<file path="src/rtl/audio_filt_pkg.sv">
// Shared defaults and packed-frame lane helpers for the moving-average audio filter.
package audio_filt_pkg;

  localparam int unsigned DATA_W_DEF   = 24;
  localparam int unsigned LOG2_N_DEF   = 3;
  localparam int unsigned CHANNELS_DEF = 2;

  // Helpers work on generously sized containers; callers cast to their real widths.
  localparam int unsigned LANE_MAX_W  = 32;
  localparam int unsigned FRAME_MAX_W = 512;

  function automatic logic [LANE_MAX_W-1:0] lane_get(
    input logic [FRAME_MAX_W-1:0] frame,
    input int unsigned            lane,
    input int unsigned            lane_w
  );
    return LANE_MAX_W'(frame >> (lane * lane_w));
  endfunction

  function automatic logic [FRAME_MAX_W-1:0] lane_put(
    input logic [FRAME_MAX_W-1:0] frame,
    input int unsigned            lane,
    input int unsigned            lane_w,
    input logic [LANE_MAX_W-1:0]  value
  );
    logic [FRAME_MAX_W-1:0] mask;
    mask = (FRAME_MAX_W'(1) << lane_w) - FRAME_MAX_W'(1);
    return (frame & ~(mask << (lane * lane_w))) |
           ((FRAME_MAX_W'(value) & mask) << (lane * lane_w));
  endfunction

endpackage

</file>
<file path="src/rtl/audio_avg_channel.sv">
// One channel of the moving-average filter: circular history, running sum and
// registered output lane (mean or raw sample when bypassed).
module audio_avg_channel
  import audio_filt_pkg::*;
#(
  parameter int unsigned DATA_W = DATA_W_DEF,
  parameter int unsigned LOG2_N = LOG2_N_DEF
) (
  input  logic                     clk,
  input  logic                     rst_n,
  input  logic                     accept,
  input  logic                     clear,
  input  logic                     bypass,
  input  logic [LOG2_N-1:0]        wptr,
  input  logic signed [DATA_W-1:0] sample,
  output logic signed [DATA_W-1:0] out_lane
);

  localparam int unsigned N     = 1 << LOG2_N;
  localparam int unsigned SUM_W = DATA_W + LOG2_N;

  logic signed [DATA_W-1:0] hist [N];
  logic signed [SUM_W-1:0]  sum;
  logic signed [SUM_W-1:0]  sum_next;
  logic signed [DATA_W-1:0] oldest;

  // Sum is wide enough to hold N full-scale samples, so it never wraps.
  assign oldest   = hist[wptr];
  assign sum_next = sum + SUM_W'(sample) - SUM_W'(oldest);

  always_ff @(posedge clk or negedge rst_n) begin
    if (!rst_n) begin
      sum      <= '0;
      out_lane <= '0;
      for (int unsigned i = 0; i < N; i++) hist[i] <= '0;
    end else if (clear) begin
      sum      <= '0;
      out_lane <= '0;
      for (int unsigned i = 0; i < N; i++) hist[i] <= '0;
    end else if (accept) begin
      hist[wptr] <= sample;
      sum        <= sum_next;
      out_lane   <= bypass ? sample : DATA_W'(sum_next >>> LOG2_N);
    end
  end

endmodule

</file>
<file path="src/rtl/audio_avg_filter.sv">
// Multi-channel moving-average filter between ADC and DAC sample streams,
// with valid/ready handshakes, per-frame bypass and synchronous clear.
module audio_avg_filter
  import audio_filt_pkg::*;
#(
  parameter int unsigned DATA_W   = DATA_W_DEF,
  parameter int unsigned LOG2_N   = LOG2_N_DEF,
  parameter int unsigned CHANNELS = CHANNELS_DEF
) (
  input  logic                         CLOCK_50,
  input  logic                         reset_n,
  input  logic                         clear,
  input  logic                         bypass,
  input  logic                         in_valid,
  output logic                         in_ready,
  input  logic [CHANNELS*DATA_W-1:0]   in_data,
  output logic                         out_valid,
  input  logic                         out_ready,
  output logic [CHANNELS*DATA_W-1:0]   out_data,
  output logic                         primed
);

  localparam int unsigned N      = 1 << LOG2_N;
  localparam int unsigned FILL_W = LOG2_N + 1;

  logic              accept_c;
  logic [LOG2_N-1:0] wptr;
  logic [FILL_W-1:0] fill;
  logic [FILL_W-1:0] fill_next;

  // Ready depends only on the output register, downstream ready and clear.
  assign in_ready  = (!out_valid || out_ready) && !clear;
  assign accept_c  = in_valid && in_ready;
  assign fill_next = (fill == FILL_W'(N)) ? fill : fill + FILL_W'(1);

  always_ff @(posedge CLOCK_50 or negedge reset_n) begin
    if (!reset_n) begin
      wptr      <= '0;
      fill      <= '0;
      primed    <= 1'b0;
      out_valid <= 1'b0;
    end else if (clear) begin
      wptr      <= '0;
      fill      <= '0;
      primed    <= 1'b0;
      out_valid <= 1'b0;
    end else if (accept_c) begin
      wptr      <= wptr + LOG2_N'(1);
      fill      <= fill_next;
      primed    <= (fill_next == FILL_W'(N));
      out_valid <= 1'b1;
    end else if (out_ready) begin
      out_valid <= 1'b0;
    end
  end

  for (genvar c = 0; c < CHANNELS; c++) begin : g_ch
    logic signed [DATA_W-1:0] sample;
    logic signed [DATA_W-1:0] lane;

    assign sample = DATA_W'(lane_get(FRAME_MAX_W'(in_data), c, DATA_W));

    audio_avg_channel #(
      .DATA_W (DATA_W),
      .LOG2_N (LOG2_N)
    ) u_ch (
      .clk      (CLOCK_50),
      .rst_n    (reset_n),
      .accept   (accept_c),
      .clear    (clear),
      .bypass   (bypass),
      .wptr     (wptr),
      .sample   (sample),
      .out_lane (lane)
    );

    assign out_data[c*DATA_W +: DATA_W] = lane;
  end

endmodule
</file>
<file path="config.mk">
export PLATFORM = sky130hd
export DESIGN_NAME = audio_avg_filter
export DESIGN_NICKNAME = d
export VERILOG_FILES = /design/src/rtl/audio_filt_pkg.sv /design/src/rtl/audio_avg_channel.sv /design/src/rtl/audio_avg_filter.sv
export SDC_FILE = /design/constraint.sdc
export NUM_CORES = 1
export LEC_CHECK = 0
export CORE_AREA = 2 2 183 256
export CTS_BUF_LIST = sky130_fd_sc_hd__clkbuf_16
export DETAILED_ROUTE_END_ITERATION = 8
export DIE_AREA = 0 0 185 258
export GPL_TIMING_DRIVEN = 0
export HOLD_SLACK_MARGIN = 0.05
export PLACE_DENSITY_LB_ADDON = 0.05
export SLEW_MARGIN = 10
export SYNTH_ARGS = -nofsm -noshare
export SYNTH_HDL_FRONTEND = slang
export SYNTH_HIERARCHICAL = 1
export SYNTH_SLANG_ARGS = --single-unit
</file>
<file path="constraint.sdc">
create_clock -name CLOCK_50 -period 9.1 [get_ports CLOCK_50]
set_clock_uncertainty 0.2 [all_clocks]
set_input_delay 1.365 -clock CLOCK_50 [delete_from_list [all_inputs] [get_ports CLOCK_50]]
set_output_delay 1.365 -clock CLOCK_50 [all_outputs]
set_load 0.005 [all_outputs]
</file>
==> key figures <==
Setup path
  – Critical path startpoint: wptr[0]
  – Worst setup EP type: flip-flop
  – RR Startpoint: wptr[0]
  – Cell count of the worst reg-to-reg path: 16
  – Reg2Reg Capture Point: g_ch[1].u_ch/out_lane[23]
  – Crit path max fanout: 10
  – CP endpoint: g_ch[1].u_ch/out_lane[23]
  – Worst reg2reg setup slack: 2.86 ns
  – Worst EP arrival: 6.51 ns
  – Critical Path RT: 9.37 ns
  – Kind of critical path: flip-flop to flip-flop
  – Worst setup SP type: flip-flop

Global route
  – Global Route Usage Sum: 39.4%
  – Largest net degree at the start of global routing: 103
  – Initial antenna violation count: 2
  – First-pass GRT wire length: 141 mm
  – Total gr overflow: 0
  – Vias in the first global route: 24,492

Placed design
  – IO Port Bufs: 60
  – Area after DPL: 28,500 um2
  – Placer Congestion: 1.02
  – DP HPWL: 69.1 mm

Floorplanning
  – DIE WIDTH: 185 um
  – Num rows: 93
  – Starting Density: 59.2%
  – Die H: 258 um
  – I/O pin cnt: 105
  – Placeable Area: 45,600 um2
  – Die footprint: 47,700 um2

Route
  – Met2 WL post-DR: 46.8 mm
  – Drt wl/cell: 23.7 um
  – # DRC: 0
  – Via-to-Cell Ratio: 6.14
  – Via count: 24,213
  – Top layer in use: met4
  – Iter 0 DRT Violations: 2,157
  – Routed WL: 93.4 mm
  – DRT Pass-1 Iters: 6
  – WL met3: 6.16 mm
  – Post-route ant nets: 0
  – Met1 Wirelength: 31.3 mm

Clocking
  – Clock Latency Late Sink: 0.58 ns
  – Num CTS Buffers: 49
  – Clock root buffer: clkbuf_16
  – # clock sinks: 495
  – Post_cts resized: 0
  – CTS H-tree lvls: 2
  – Clock slew at reported path FFs: 0.06 ns
  – Buffer count from post-CTS setup fixing: 0
  – CTS tree: yes
  – Hold Buf Count CTS: 0
  – Clk buf depth: 3

Synthesis
  – Mapped Cells: 3,178
  – Post-synth top flop: dfrtp_1
  – Synth warn: 6
  – Async SR Flop Fraction: 100%
  – Mean Syn Cell Area: 8.49 um2
  – Seq/Total Area, Yosys: 45.9%
  – Register bit total from synthesis: 495
  – Post-synth EDFFs: 0
  – Syn nets: 3,343
  – Cell Area, Synth: 27,000 um2
  – Synth cell types: 83

Cells and area
  – Area Growth Syn to Fin: 11.1%
  – Fin area: 30,000 um2
  – Most common cell after layout, fill and taps aside: nand2_1
  – Layout cells sized above 1: 3.52%
  – Final nets: 3,459
  – Seq. cell area: 12,400 um2
  – Fill count: 3,940
  – Multi-input logic area: 12,800 um2
  – Most frequent cells in the layout: nand2_1, dfrtp_1, a21oi_1

Timing
  – Worst slew pin tran: 1.20 ns
  – Final Hold Vio Count: 0
  – Final Max Tran Viols: 0
  – Max Fclk: 160 MHz
  – Min cycle time layout: 6.24 ns
  – Max-slew headroom: 19.8%
  – RSZ-0062 raised after global routing: false
  – Tcrit/Tclk final: 68.6%
  – Final Setup Violations: 0
  – Worst hold slack: 0.288 ns

Hold path
  – Hold WC Path Type: flip-flop to flip-flop

Power
  – PwrDens: 203 nW/um2
  – Cell Int Power: 3.98 mW
  – Leak: 12.7 nW
  – Clk pwr share: 31.6%
  – VDD IR-drop max: 0.161 mV
  – P_sw: 2.10 mW
  – Switching Fraction: 34.5%
  – Logic pwr share: 29.9%
  – Sequential group share of total power: 38.4%

Job
  – Max cap viols: 0

Run status
  – Outcome: finished clean
==> kinds of logic after synthesis <==
| family | after synthesis | synth area share [%] |
|---|---|---|
| compound gates | 820 | 19.2 |
| xor+xnor | 46 | 1.49 |
| fa+ha+maj | 111 | 6.59 |
| buf+inv | 483 | 6.77 |
| flops | 495 | 45.9 |
| mux | 45 | 1.67 |
| simple gates | 1178 | 18.4 |
==> Yosys cell counts (all sizes together), types with 7 or more instances <==
| cell | n | share of area, % |
|---|---|---|
| o21a | 8 | 0.22 |
| or3 | 8 | 0.19 |
| a31oi | 7 | 0.24 |
| inv | 221 | 3.1 |
| nand2b | 15 | 0.36 |
| nor2b | 11 | 0.26 |
| nand4 | 55 | 1.3 |
| a22oi | 192 | 5.3 |
| mux2i | 45 | 1.7 |
| a21o | 13 | 0.36 |
| a311oi | 17 | 0.60 |
| o21ai | 45 | 0.86 |
| xor2 | 14 | 0.45 |
| nand3 | 38 | 0.74 |
| fa | 52 | 3.9 |
| and2 | 25 | 0.59 |
| a21oi | 440 | 8.2 |
| nand2 | 866 | 12 |
| xnor2 | 32 | 1.0 |
| nor3b | 8 | 0.28 |
| clkbuf | 244 | 3.4 |
| a211oi | 30 | 0.91 |
| o211ai | 14 | 0.43 |
| nor3 | 14 | 0.26 |
| ha | 59 | 2.7 |
| and3 | 10 | 0.24 |
| dfrtp | 495 | 46 |
| nor2 | 107 | 1.5 |
| buf | 17 | 0.29 |
==> cell type report <==
type	count	share of cell area, %
clock buffers	51	4.26
multi-input cells	2200	42.7
diodes	2	0.0167
well taps	617	2.58
clock inverters	29	0.593
flip-flops and latches	495	41.3
inverters	222	2.78
plain buffers	261	3.31
repair buffers	65	2.48
==> worst min path at each step <==
stage	from	end	slack, ns	cells past startpoint
global placement	g_ch[1].u_ch/sum[15]	g_ch[1].u_ch/sum[15]	0.27	2
floorplan	g_ch[0].u_ch/sum[15]	g_ch[0].u_ch/sum[15]	0.25	2
finish	g_ch[1].u_ch/sum[15]	g_ch[1].u_ch/sum[15]	0.29	2
global route	g_ch[1].u_ch/sum[15]	g_ch[1].u_ch/sum[15]	0.32	2
CTS	g_ch[1].u_ch/sum[15]	g_ch[1].u_ch/sum[15]	0.29	2
detailed placement	g_ch[1].u_ch/sum[15]	g_ch[1].u_ch/sum[15]	0.27	2
==> worst max-delay path: stages (launching register included) <==
cell and delay, ns:
dfrtp_1 0.42, clkbuf_1 0.30, nand2_1 0.09, nor2_1 0.81
clkbuf_1 0.84, a22oi_1 0.28, nand4_1 0.30, fa_1 0.49
fa_1 0.42, nand2b_1 0.19, a21o_1 0.20, a21boi_2 0.27
o211a_1 0.26, a31oi_4 0.14, o31ai_1 0.43, a32oi_1 0.19
a211oi_1 0.27
==> state kept, by name, summed over array words and instances, names as in the netlist <==
name / count
out_valid: 1
primed: 1
g_ch.u_ch/hist: 384
g_ch.u_ch/sum: 54
g_ch.u_ch/out_lane: 48
wptr: 3
fill: 4
==> stage by stage <==
stage | setup TNS (ns) | cells | utilization [%] | setup WS, ns | power (mW)
detailed placement | 0 | 3860 | 62.5 | 3.08 | 4.14
finish | 0 | 3942 | 65.7 | 2.86 | 6.08
global placement | -7510.47 | 3855 | 62.2 | -15.22 | 4.11
global route | 0 | 3941 | 65.7 | 2.68 | 6.37
floorplan | 0 | 3178 | - | 4.43 | 3.59
CTS | 0 | 3940 | 65.7 | 3.05 | 6.07
==> routing by layer <==
layer,up-vias,global-route usage (%)
li1,10897,-
met1,11663,42.5
met2,1227,68.1
met3,426,5.05
met4,0,33.3
met5,-,0
==> power by group through the flow <==
stage | logic [mW] | clock network [mW] | registers [mW]
after floorplan | 1.23 | 0 | 2.36
after global placement | 1.73 | 0 | 2.38
after detailed placement | 1.77 | 0 | 2.37
after CTS | 1.78 | 1.95 | 2.33
after global routing | 1.99 | 2.04 | 2.34
final | 1.82 | 1.92 | 2.34
Power figures use the tool's default switching activity.
